==> src/rtl/draw_pkg.sv <==
// Shared FSM state, pixel packing constants and
// byte-enable helper for the pixel writer.
package draw_pkg;

   localparam int PIX_PER_WORD = 4;
   localparam int COLOUR_W     = 8;
   localparam int INDEX_W      = 19;

   typedef enum logic [1:0] {
      S_IDLE  = 2'd0,
      S_CALC  = 2'd1,
      S_WRITE = 2'd2,
      S_ACK   = 2'd3
   } state_t;

   function automatic logic [PIX_PER_WORD-1:0] be_onehot(
      input logic [1:0] i_lane
   );
      logic [PIX_PER_WORD-1:0] w_be;
      w_be = '0;
      w_be[i_lane] = 1'b1;
      return w_be;
   endfunction

endpackage

==> src/rtl/pixel_addr_calc.sv <==
// Registered linear pixel index: y*SCREEN_W + x,
// one cycle latency, 19-bit unsigned wrap.
module pixel_addr_calc
   import draw_pkg::*;
#(
   parameter int SCREEN_W = 640
) (
   input  logic               clk,
   input  logic               rst_n,
   input  logic [9:0]         i_x,
   input  logic [8:0]         i_y,
   output logic [INDEX_W-1:0] o_index
);

   localparam logic [INDEX_W-1:0] W_IDX = INDEX_W'(SCREEN_W);

   logic [INDEX_W-1:0] r_index;

   // index recomputed every cycle from the latched coordinates
   always_ff @(posedge clk or negedge rst_n) begin
      if (!rst_n) begin
         r_index <= '0;
      end else begin
         r_index <= INDEX_W'(i_y) * W_IDX + INDEX_W'(i_x);
      end
   end

   assign o_index = r_index;

endmodule

==> src/rtl/pixel_writer.sv <==
// Four-phase draw request to 32-bit frame-buffer write.
// Optional macro PIXEL_WRITER_CLIP_EN drops off-screen pixels.
module pixel_writer
   import draw_pkg::*;
#(
   parameter int SCREEN_W = 640,
   parameter int SCREEN_H = 480,
   parameter int ADDR_W   = 17
) (
   input  logic                clk,
   input  logic                rst_n,
   input  logic                de_req,
   output logic                de_ack,
   input  logic [9:0]          de_x,
   input  logic [8:0]          de_y,
   input  logic [COLOUR_W-1:0] de_colour,
   output logic                busy,
   output logic                mem_req,
   input  logic                mem_ack,
   output logic [ADDR_W-1:0]   mem_addr,
   output logic [31:0]         mem_wdata,
   output logic [3:0]          mem_be,
   output logic [19:0]         pixel_count
);

   state_t r_state;
   state_t w_next;

   logic [9:0]          r_x;
   logic [8:0]          r_y;
   logic [COLOUR_W-1:0] r_col;
   logic                r_de_ack;
   logic [19:0]         r_pix_cnt;
   logic [INDEX_W-1:0]  w_index;
   logic                w_wr;
   logic                w_done;
   logic                w_skip;

   pixel_addr_calc #(
      .SCREEN_W (SCREEN_W)
   ) u_calc (
      .clk     (clk),
      .rst_n   (rst_n),
      .i_x     (r_x),
      .i_y     (r_y),
      .o_index (w_index)
   );

`ifdef PIXEL_WRITER_CLIP_EN
   assign w_skip = (32'(r_x) >= SCREEN_W) ||
                   (32'(r_y) >= SCREEN_H);
`else
   logic w_unused_h;
   assign w_unused_h = (SCREEN_H != 0);
   assign w_skip     = 1'b0;
`endif

   assign w_wr   = (r_state == S_WRITE);
   assign w_done = w_wr && mem_ack;

   // state register
   always_ff @(posedge clk or negedge rst_n) begin
      if (!rst_n) begin
         r_state <= S_IDLE;
      end else begin
         r_state <= w_next;
      end
   end

   // next-state decode
   always_comb begin
      w_next = r_state;
      unique case (r_state)
         S_IDLE:  if (de_req) w_next = S_CALC;
         S_CALC:  w_next = w_skip ? S_ACK : S_WRITE;
         S_WRITE: if (mem_ack) w_next = S_ACK;
         S_ACK:   if (r_de_ack && !de_req) w_next = S_IDLE;
         default: w_next = S_IDLE;
      endcase
   end

   // capture request fields only when accepted in IDLE
   always_ff @(posedge clk or negedge rst_n) begin
      if (!rst_n) begin
         r_x   <= '0;
         r_y   <= '0;
         r_col <= '0;
      end else if (r_state == S_IDLE && de_req) begin
         r_x   <= de_x;
         r_y   <= de_y;
         r_col <= de_colour;
      end
   end

   // ack rises on first ACK cycle, falls once de_req seen low
   always_ff @(posedge clk or negedge rst_n) begin
      if (!rst_n) begin
         r_de_ack <= 1'b0;
      end else if (r_state == S_ACK) begin
         if (!r_de_ack) begin
            r_de_ack <= 1'b1;
         end else if (!de_req) begin
            r_de_ack <= 1'b0;
         end
      end else begin
         r_de_ack <= 1'b0;
      end
   end

   // saturating count of completed memory writes
   always_ff @(posedge clk or negedge rst_n) begin
      if (!rst_n) begin
         r_pix_cnt <= '0;
      end else if (w_done && r_pix_cnt != 20'hFFFFF) begin
         r_pix_cnt <= r_pix_cnt + 20'd1;
      end
   end

   assign de_ack      = r_de_ack;
   assign busy        = (r_state != S_IDLE);
   assign pixel_count = r_pix_cnt;
   assign mem_req     = w_wr;
   assign mem_addr    = w_wr ?
                        ADDR_W'(w_index[INDEX_W-1:2]) : '0;
   assign mem_be      = w_wr ? be_onehot(w_index[1:0]) : '0;
   assign mem_wdata   = w_wr ? {PIX_PER_WORD{r_col}} : '0;

endmodule

==> config.mk <==
export PLATFORM = sky130hd
export DESIGN_NAME = pixel_writer
export DESIGN_NICKNAME = d
export VERILOG_FILES = /design/src/rtl/draw_pkg.sv /design/src/rtl/pixel_addr_calc.sv /design/src/rtl/pixel_writer.sv
export SDC_FILE = /design/constraint.sdc
export NUM_CORES = 1
export LEC_CHECK = 0
export BUFFER_PORTS_ARGS = -buffer_cell sky130_fd_sc_hd__buf_2
export CORE_MARGIN = 10
export CORE_UTILIZATION = 50
export DETAILED_ROUTE_END_ITERATION = 7
export HOLD_SLACK_MARGIN = 0.06
export MAX_ROUTING_LAYER = met4
export PLACE_DENSITY_LB_ADDON = 0.25
export SETUP_SLACK_MARGIN = 0.1
export SYNTH_ARGS = -nofsm -noshare
export SYNTH_HDL_FRONTEND = slang
export SYNTH_SLANG_ARGS = --single-unit
==> constraint.sdc <==
create_clock -name clk -period 3.7 [get_ports clk]
set_input_delay 0.185 -clock clk [delete_from_list [all_inputs] [get_ports clk]]
set_output_delay 0.185 -clock clk [all_outputs]
set_load 0.05 [all_outputs]
==> results of run 1 <==
==> per-layer routing <==
| layer | track usage | vias to the layer above | share of wire | wire [um] |
|---|---|---|---|---|
| met3 | 0.0469 | 11 | 0.076 | 588 |
| met2 | 0.238 | 75 | 0.50 | 3890 |
| met4 | 0.0648 | 0 | 0.015 | 116 |
| met1 | 0.148 | 1283 | 0.41 | 3160 |
| met5 | - | - | 0 | 0 |
| li1 | - | 1301 | - | - |
==> worst max-delay path: stages, from the launching register on <==
cell and delay, ns:
sky130_fd_sc_hd__dfrtp_1 0.41, sky130_fd_sc_hd__ha_1 0.31, sky130_fd_sc_hd__ha_1 0.24, sky130_fd_sc_hd__fa_1 0.44
sky130_fd_sc_hd__xor2_1 0.31, sky130_fd_sc_hd__nand3_1 0.12, sky130_fd_sc_hd__nor4_1 0.39, sky130_fd_sc_hd__o21ai_0 0.25
sky130_fd_sc_hd__o31ai_1 0.25
==> cell families (layout without fill, tap and decap cells) <==
family	after synthesis	count (layout)	share of synthesized area
simple gates	91	91	0.141
compound gates	36	36	0.0662
fa+ha+maj	24	24	0.0856
flops	69	69	0.469
xor+xnor	31	31	0.0737
buf+inv	48	147	0.0757
mux	29	29	0.0896
==> per-stage QoR <==
step / hold slack, ns / cell area [sq um] / std cells / worst slack, ns
final: 0.0730 / 4390 / 526 / 0.889
after global routing: 0.0689 / 4390 / 526 / 0.722
after CTS: 0.0617 / 4390 / 526 / 0.883
after detailed placement: 0.358 / 4140 / 503 / 0.897
after global placement: 0.350 / 4140 / 503 / 1.01
after floorplan: -0.111 / 3680 / 328 / 1.05
==> worst max-delay path by stage <==
stage                    start                  to  slack (ns)
detailed placement      r_y[1]  u_calc.o_index[18]        0.90
floorplan           r_state[0]           mem_be[0]        1.05
global route            r_y[1]  u_calc.o_index[18]        0.72
global placement        r_y[1]  u_calc.o_index[15]        1.01
finish                  r_y[1]  u_calc.o_index[18]        0.89
CTS                     r_y[1]  u_calc.o_index[18]        0.88
==> cells in the mapped netlist (2+ instances only) <==
master / number
sky130_fd_sc_hd__ha_1: 22
sky130_fd_sc_hd__clkbuf_1: 7
sky130_fd_sc_hd__nor3_1: 5
sky130_fd_sc_hd__nor2_1: 11
sky130_fd_sc_hd__o2111ai_1: 2
sky130_fd_sc_hd__nand3_1: 8
sky130_fd_sc_hd__xor2_1: 10
sky130_fd_sc_hd__or4_1: 2
sky130_fd_sc_hd__and2_1: 25
sky130_fd_sc_hd__dfrtp_1: 69
sky130_fd_sc_hd__nor4_1: 4
sky130_fd_sc_hd__inv_1: 15
sky130_fd_sc_hd__mux2_2: 28
sky130_fd_sc_hd__a21o_1: 4
sky130_fd_sc_hd__o211ai_1: 4
sky130_fd_sc_hd__or2_2: 3
sky130_fd_sc_hd__fa_1: 2
sky130_fd_sc_hd__buf_4: 24
sky130_fd_sc_hd__and3_1: 6
sky130_fd_sc_hd__a21oi_1: 10
sky130_fd_sc_hd__xnor2_1: 21
sky130_fd_sc_hd__o21ai_0: 6
sky130_fd_sc_hd__nand4_1: 7
sky130_fd_sc_hd__nand2_1: 11
==> what timing repair did <==
action | in CTS | in global routing
hold endpoints to repair | 45 | 0
resized for setup | 0 | 0
hold buffers | 7 | 0
setup buffers | 0 | 0
==> placed cells by master, fill, tap and decap left out, types with 11 or more instances in the layout <==
| cell type | netlist | final |
|---|---|---|
| sky130_fd_sc_hd__and2_1 | 25 | 25 |
| sky130_fd_sc_hd__buf_2 | 1 | 106 |
| sky130_fd_sc_hd__dfrtp_1 | 69 | 69 |
| sky130_fd_sc_hd__ha_1 | 22 | 22 |
| sky130_fd_sc_hd__inv_1 | 15 | 15 |
| sky130_fd_sc_hd__mux2_2 | 28 | 28 |
| sky130_fd_sc_hd__nand2_1 | 11 | 11 |
| sky130_fd_sc_hd__nor2_1 | 11 | 11 |
| sky130_fd_sc_hd__xnor2_1 | 21 | 21 |
==> flip-flops by register name, indices dropped and copies added, names as in the netlist <==
signal          cells
pixel_count        20
u_calc.o_index     19
r_x                10
r_y                 9
r_col               8
r_state             2
de_ack              1
==> layout make-up <==
| type | instances | area (sq um) | share of cell area |
|---|---|---|---|
| clock buffer | 10 | 138 | 0.0314 |
| clock inverter | 6 | 38.8 | 0.00884 |
| inverter | 15 | 56.3 | 0.0128 |
| multi-input combinational | 211 | 1680 | 0.383 |
| sequential | 69 | 1730 | 0.394 |
| tap | 99 | 124 | 0.0282 |
| timing repair buffer | 116 | 623 | 0.142 |
==> out/metrics.cfg, run 1 <==
[sta]
period_share=0.760
setup_total_negative_slack_ns=0
fin_skew_ns=0.00984
setup_violations=0
hold_violations=0
layout_min_cycle_time_ns=2.81
maxClockFrequency_ghz=0.356
slew-limit-headroom=0.410
rsz0062_at_grt=false
tightest_slew_ns=0.885
timing.final.max_slew_violations=0

[drt]
routed-via-count=2670
detail_route.vias_per_cell=5.08
drt_first_iter_violations=51
wire_per_inst_um=14.8
routed_wl_um=7760
post-route-drc-count=0
drt-pass1-iter-count=4
ant_nets=0

[synthesis]
cell_area_after_synthesis_sq_um=3680
synth-seq-area-share=0.469
synth_area_leader_cell=sky130_fd_sc_hd__dfrtp_1
synth.yosys.warnings=0
share_of_the_synthesized_area_in_the_top_cell_type=0.469
mappedNetlistNets=383
synth-edff-count=0
post_synth_main_area_contributors=sky130_fd_sc_hd__dfrtp_1 47%, sky130_fd_sc_hd__mux2_2 8.6%, sky130_fd_sc_hd__ha_1 7.5%
ys_async_sr_fraction=1.00
ys_seq_elements=69
postSynthAreaPerCell_sq_um=11.2
synth.distinct_cells=46
synth_flop_cell=sky130_fd_sc_hd__dfrtp_1
synthesized_instance_count=328

[run_status]
outcome=finished clean

[min_path]
hold_class=input pin to flop
hold_depth=2
hold_end=r_y[7]
holdCritStartpoint=de_y[7]

[finish]
layout-area-overhead-vs-synth_pct=19.0
fin_nets=477
layout-drive-gt1-share=0.377
antenna_cells_inserted=0
final_util=0.608
fillCellCount=637

[clock_network]
clock_buffer_depth=2
clock_tree_from_tritoncts=done
numCtsBuffers=9
clk-insertion-delay-late_ns=0.35
total_number_of_h_tree_levels=3
clk_pin_slew_ns=0.07
cts_root_buffer=sky130_fd_sc_hd__clkbuf_8
tritoncts_num_sinks=69

[critical_path]
worstPathRequired_ns=3.94
regToRegEndpoint=u_calc.o_index[18]
worst-r2r-setup-slack_ns=0.89
criticalPathCategory=flop to flop
worst_setup_path_start_kind=flop
critical_path.max_fanout=4
cp_data_arrival_time_ns=3.05
reg2reg_depth=8
endpoint_type_of_the_worst_setup_path=flop
worst_r2r_start=r_y[1]

[floorplan]
die_height_um=106
fp.dieArea_sq_um=11200
top_level_ports=107
design.core.area_sq_um=7210
initial_core_util=0.511
die_w_um=106
rows=31

[placed_design]
dp_hpwl_um=6010
placer_congestion_estimate=0.845
place.port_buffers=106

[grt]
grt_max_degree=41
antenna_found_initial=0
grt_usage=0.142
wire_length_of_the_first_global_routing_pass_um=12800
global_route.overflow_total=0
first_global_vias=2722

[job]
cap_viol_max_count=0

Power of run 1 is not shown: default switching activity piles up to over one toggle a cycle in this logic, so the estimate is an artifact.
==> inputs of run 2 (changes only) <==
clock period = 2.8 ns   (was 3.7 ns; I/O delays follow)
==> run 2 against run 1 <==
Effect of this change:
- design area rose by 7.0%
- global-route usage rose by 0.37 points
- routed wire length rose by 2.9%
- via count rose by 3.9%
- die area did not move
- clock skew fell by 0.0015 ns
- sequential cell count did not move
- highest routed layer unchanged
==> out/metrics.cfg, run 2 (synthesis gave the netlist of run 1 again) <==
[placed_design]
placedInstanceArea_sq_um=4170  ; was 4140 sq um
placer_congestion_estimate=0.833  ; was 0.845
place.port_buffers=106  ; unchanged
numPlacedInstances=505  ; was 503
dp_hpwl_um=5870  ; was 6010 um

[floorplan]
die_w_um=106  ; unchanged
rows=31  ; unchanged
design.core.area_sq_um=7210  ; unchanged
die_height_um=106  ; unchanged
top_level_ports=107  ; unchanged
fp.dieArea_sq_um=11200  ; unchanged
initial_core_util=0.511  ; unchanged

[sta]
setup_violations=0  ; unchanged
tightest_slew_ns=0.758  ; was 0.885 ns
maxClockFrequency_ghz=0.383  ; was 0.356 GHz
setup_total_negative_slack_ns=0  ; unchanged
hold_violations=0  ; unchanged
rsz0062_at_grt=false  ; unchanged
fin_skew_ns=0.00837  ; was 0.00984 ns
slew-limit-headroom=0.494  ; was 0.410
layout_min_cycle_time_ns=2.61  ; was 2.81 ns
period_share=0.934  ; was 0.760
timing.final.max_slew_violations=0  ; unchanged

[drt]
post-route-drc-count=0  ; unchanged
wire_per_inst_um=14.5  ; was 14.8 um
ant_nets=0  ; unchanged
drt_first_iter_violations=42  ; was 51
drt-pass1-iter-count=4  ; unchanged
detail_route.vias_per_cell=5.05  ; was 5.08
routed_wl_um=7980  ; was 7760 um
routed-via-count=2775  ; was 2670

[clock_network]
clk_pin_slew_ns=0.07  ; about the same
cts_setup_buffers=0  ; unchanged
total_number_of_h_tree_levels=3  ; unchanged
tritoncts_num_sinks=69  ; unchanged
clk-insertion-delay-late_ns=0.34  ; was 0.35 ns
clock_buffer_depth=2  ; unchanged
cts_root_buffer=sky130_fd_sc_hd__clkbuf_8  ; unchanged
numCtsBuffers=9  ; unchanged
clock_tree_from_tritoncts=done  ; unchanged

[critical_path]
worst_path_dominant_cell_family=adder cells  ; unchanged
path_depth=8  ; unchanged
worstPathRequired_ns=3.07  ; was 3.94 ns
critical_path.max_stage_delay_ns=0.42  ; was 0.44 ns
critical_path.slowest_cell=sky130_fd_sc_hd__dfrtp_1  ; was sky130_fd_sc_hd__fa_1
cp_num_buf_inv=0  ; unchanged
regToRegEndpoint=u_calc.o_index[15]  ; was u_calc.o_index[18]
worst-r2r-setup-slack_ns=0.19  ; was 0.89 ns
timing.critical_path.cells=ha_1 > ha_1 > fa_2 > xor2_2 > o2111ai_1 > or4_1 > o221ai_1 > xnor2_1  ; was ha_1 > ha_1 > fa_1 > xor2_1 > nand3_1 > nor4_1 > o21ai_0 > o31ai_1
criticalPathCategory=flop to flop  ; unchanged
reg2reg_depth=8  ; unchanged
critPathMostFrequentCell=sky130_fd_sc_hd__ha_1  ; unchanged
worst_r2r_start=r_y[1]  ; unchanged
endpoint_type_of_the_worst_setup_path=flop  ; unchanged
cp_data_arrival_time_ns=2.88  ; was 3.05 ns
worst_setup_path_start_kind=flop  ; unchanged
critical_path.max_fanout=4  ; unchanged

[finish]
layout-drive-gt1-share=0.371  ; was 0.377
fin_nets=500  ; was 477
most_frequent_cells_in_the_layout=106 x sky130_fd_sc_hd__buf_2, 69 x sky130_fd_sc_hd__dfrtp_1, 28 x sky130_fd_sc_hd__mux2_2, 28 x sky130_fd_sc_hd__dlygate4sd3_1, 25 x sky130_fd_sc_hd__and2_1  ; was 106 x sky130_fd_sc_hd__buf_2, 69 x sky130_fd_sc_hd__dfrtp_1, 28 x sky130_fd_sc_hd__mux2_2
fin_cells=549  ; was 526
antenna_cells_inserted=0  ; unchanged
final_cell_area_sq_um=4690  ; was 4390 sq um
layout-area-overhead-vs-synth_pct=27.3  ; was 19.0%
final_util=0.650  ; was 0.608
most_frequent_standard_cell_in_the_layout_excluding_fill_and_tap_cells=sky130_fd_sc_hd__buf_2  ; unchanged
largest_reg_flops=20  ; unchanged

[grt]
grt_usage=0.145  ; was 0.142
antenna_found_initial=0  ; unchanged
global_route.overflow_total=0  ; unchanged
first_global_vias=2901  ; was 2722
wire_length_of_the_first_global_routing_pass_um=13200  ; was 12800 um
grt_max_degree=37  ; was 41

[min_path]
hold_depth=3  ; was 2
hold_end=de_ack  ; was r_y[7]
hold_class=input pin to flop  ; unchanged
holdCritStartpoint=de_req  ; was de_y[7]

[job]
cap_viol_max_count=0  ; unchanged

[run_status]
outcome=finished clean  ; unchanged

==> run 2: cell types whose count changed in the layout (fill, tap and decap cells not counted), sizes merged <==
cell         before  now
bufinv            0    2
buf             109  111
clkinvlp          2    1
clkinv            4    3
dlygate4sd3       7   28
==> run 2: metal layers <==
layer  track usage  wire [um]
met2         0.247       4030
met3        0.0463        577
met4        0.0629         99
met5             -          0
met1         0.152       3280
==> run 2: worst max path at each step <==
stage	slack [ns]	end	startpoint
after floorplan	0.19	mem_be[0]	r_state[0]
after global placement	0.18	u_calc.o_index[15]	r_y[1]
after detailed placement	0.15	u_calc.o_index[15]	r_y[1]
after CTS	0.12	u_calc.o_index[15]	r_y[1]
after global routing	0.06	u_calc.o_index[15]	r_y[1]
final	0.19	u_calc.o_index[15]	r_y[1]
==> run 2: area by class of cell <==
cell class / count / area [sq um]
fill: 597 / 2520
sequential: 69 / 1730
clock buffer: 10 / 138
timing repair buffer: 139 / 861
tap: 99 / 124
inverter: 15 / 56.3
multi-input combinational: 211 / 1700
clock inverter: 6 / 86.3
==> run 2: worst reg2reg max path, cell delays in order (launching register included) <==
cell                        delay, ns
sky130_fd_sc_hd__dfrtp_1         0.42
sky130_fd_sc_hd__ha_1            0.30
sky130_fd_sc_hd__ha_1            0.24
sky130_fd_sc_hd__fa_2            0.40
sky130_fd_sc_hd__xor2_2          0.24
sky130_fd_sc_hd__o2111ai_1       0.17
sky130_fd_sc_hd__or4_1           0.42
sky130_fd_sc_hd__o221ai_1        0.22
sky130_fd_sc_hd__xnor2_1         0.14
==> run 2: through the flow <==
stage	setup slack [ns]	hold slack, ns
4_1_cts	0.121	0.0843
3_5_place_dp	0.148	0.266
6_report	0.186	0.0994
3_3_place_gp	0.175	0.263
2_1_floorplan	0.193	-0.156
5_1_grt	0.0628	0.145
==> run 2: timing repair <==
item,in CTS,in global routing
endpoints found under the setup margin,0,4
hold buffers,28,0
gates resized for setup,0,4
hold endpoints to repair,60,0
Power of run 2 is left out for the same reason.
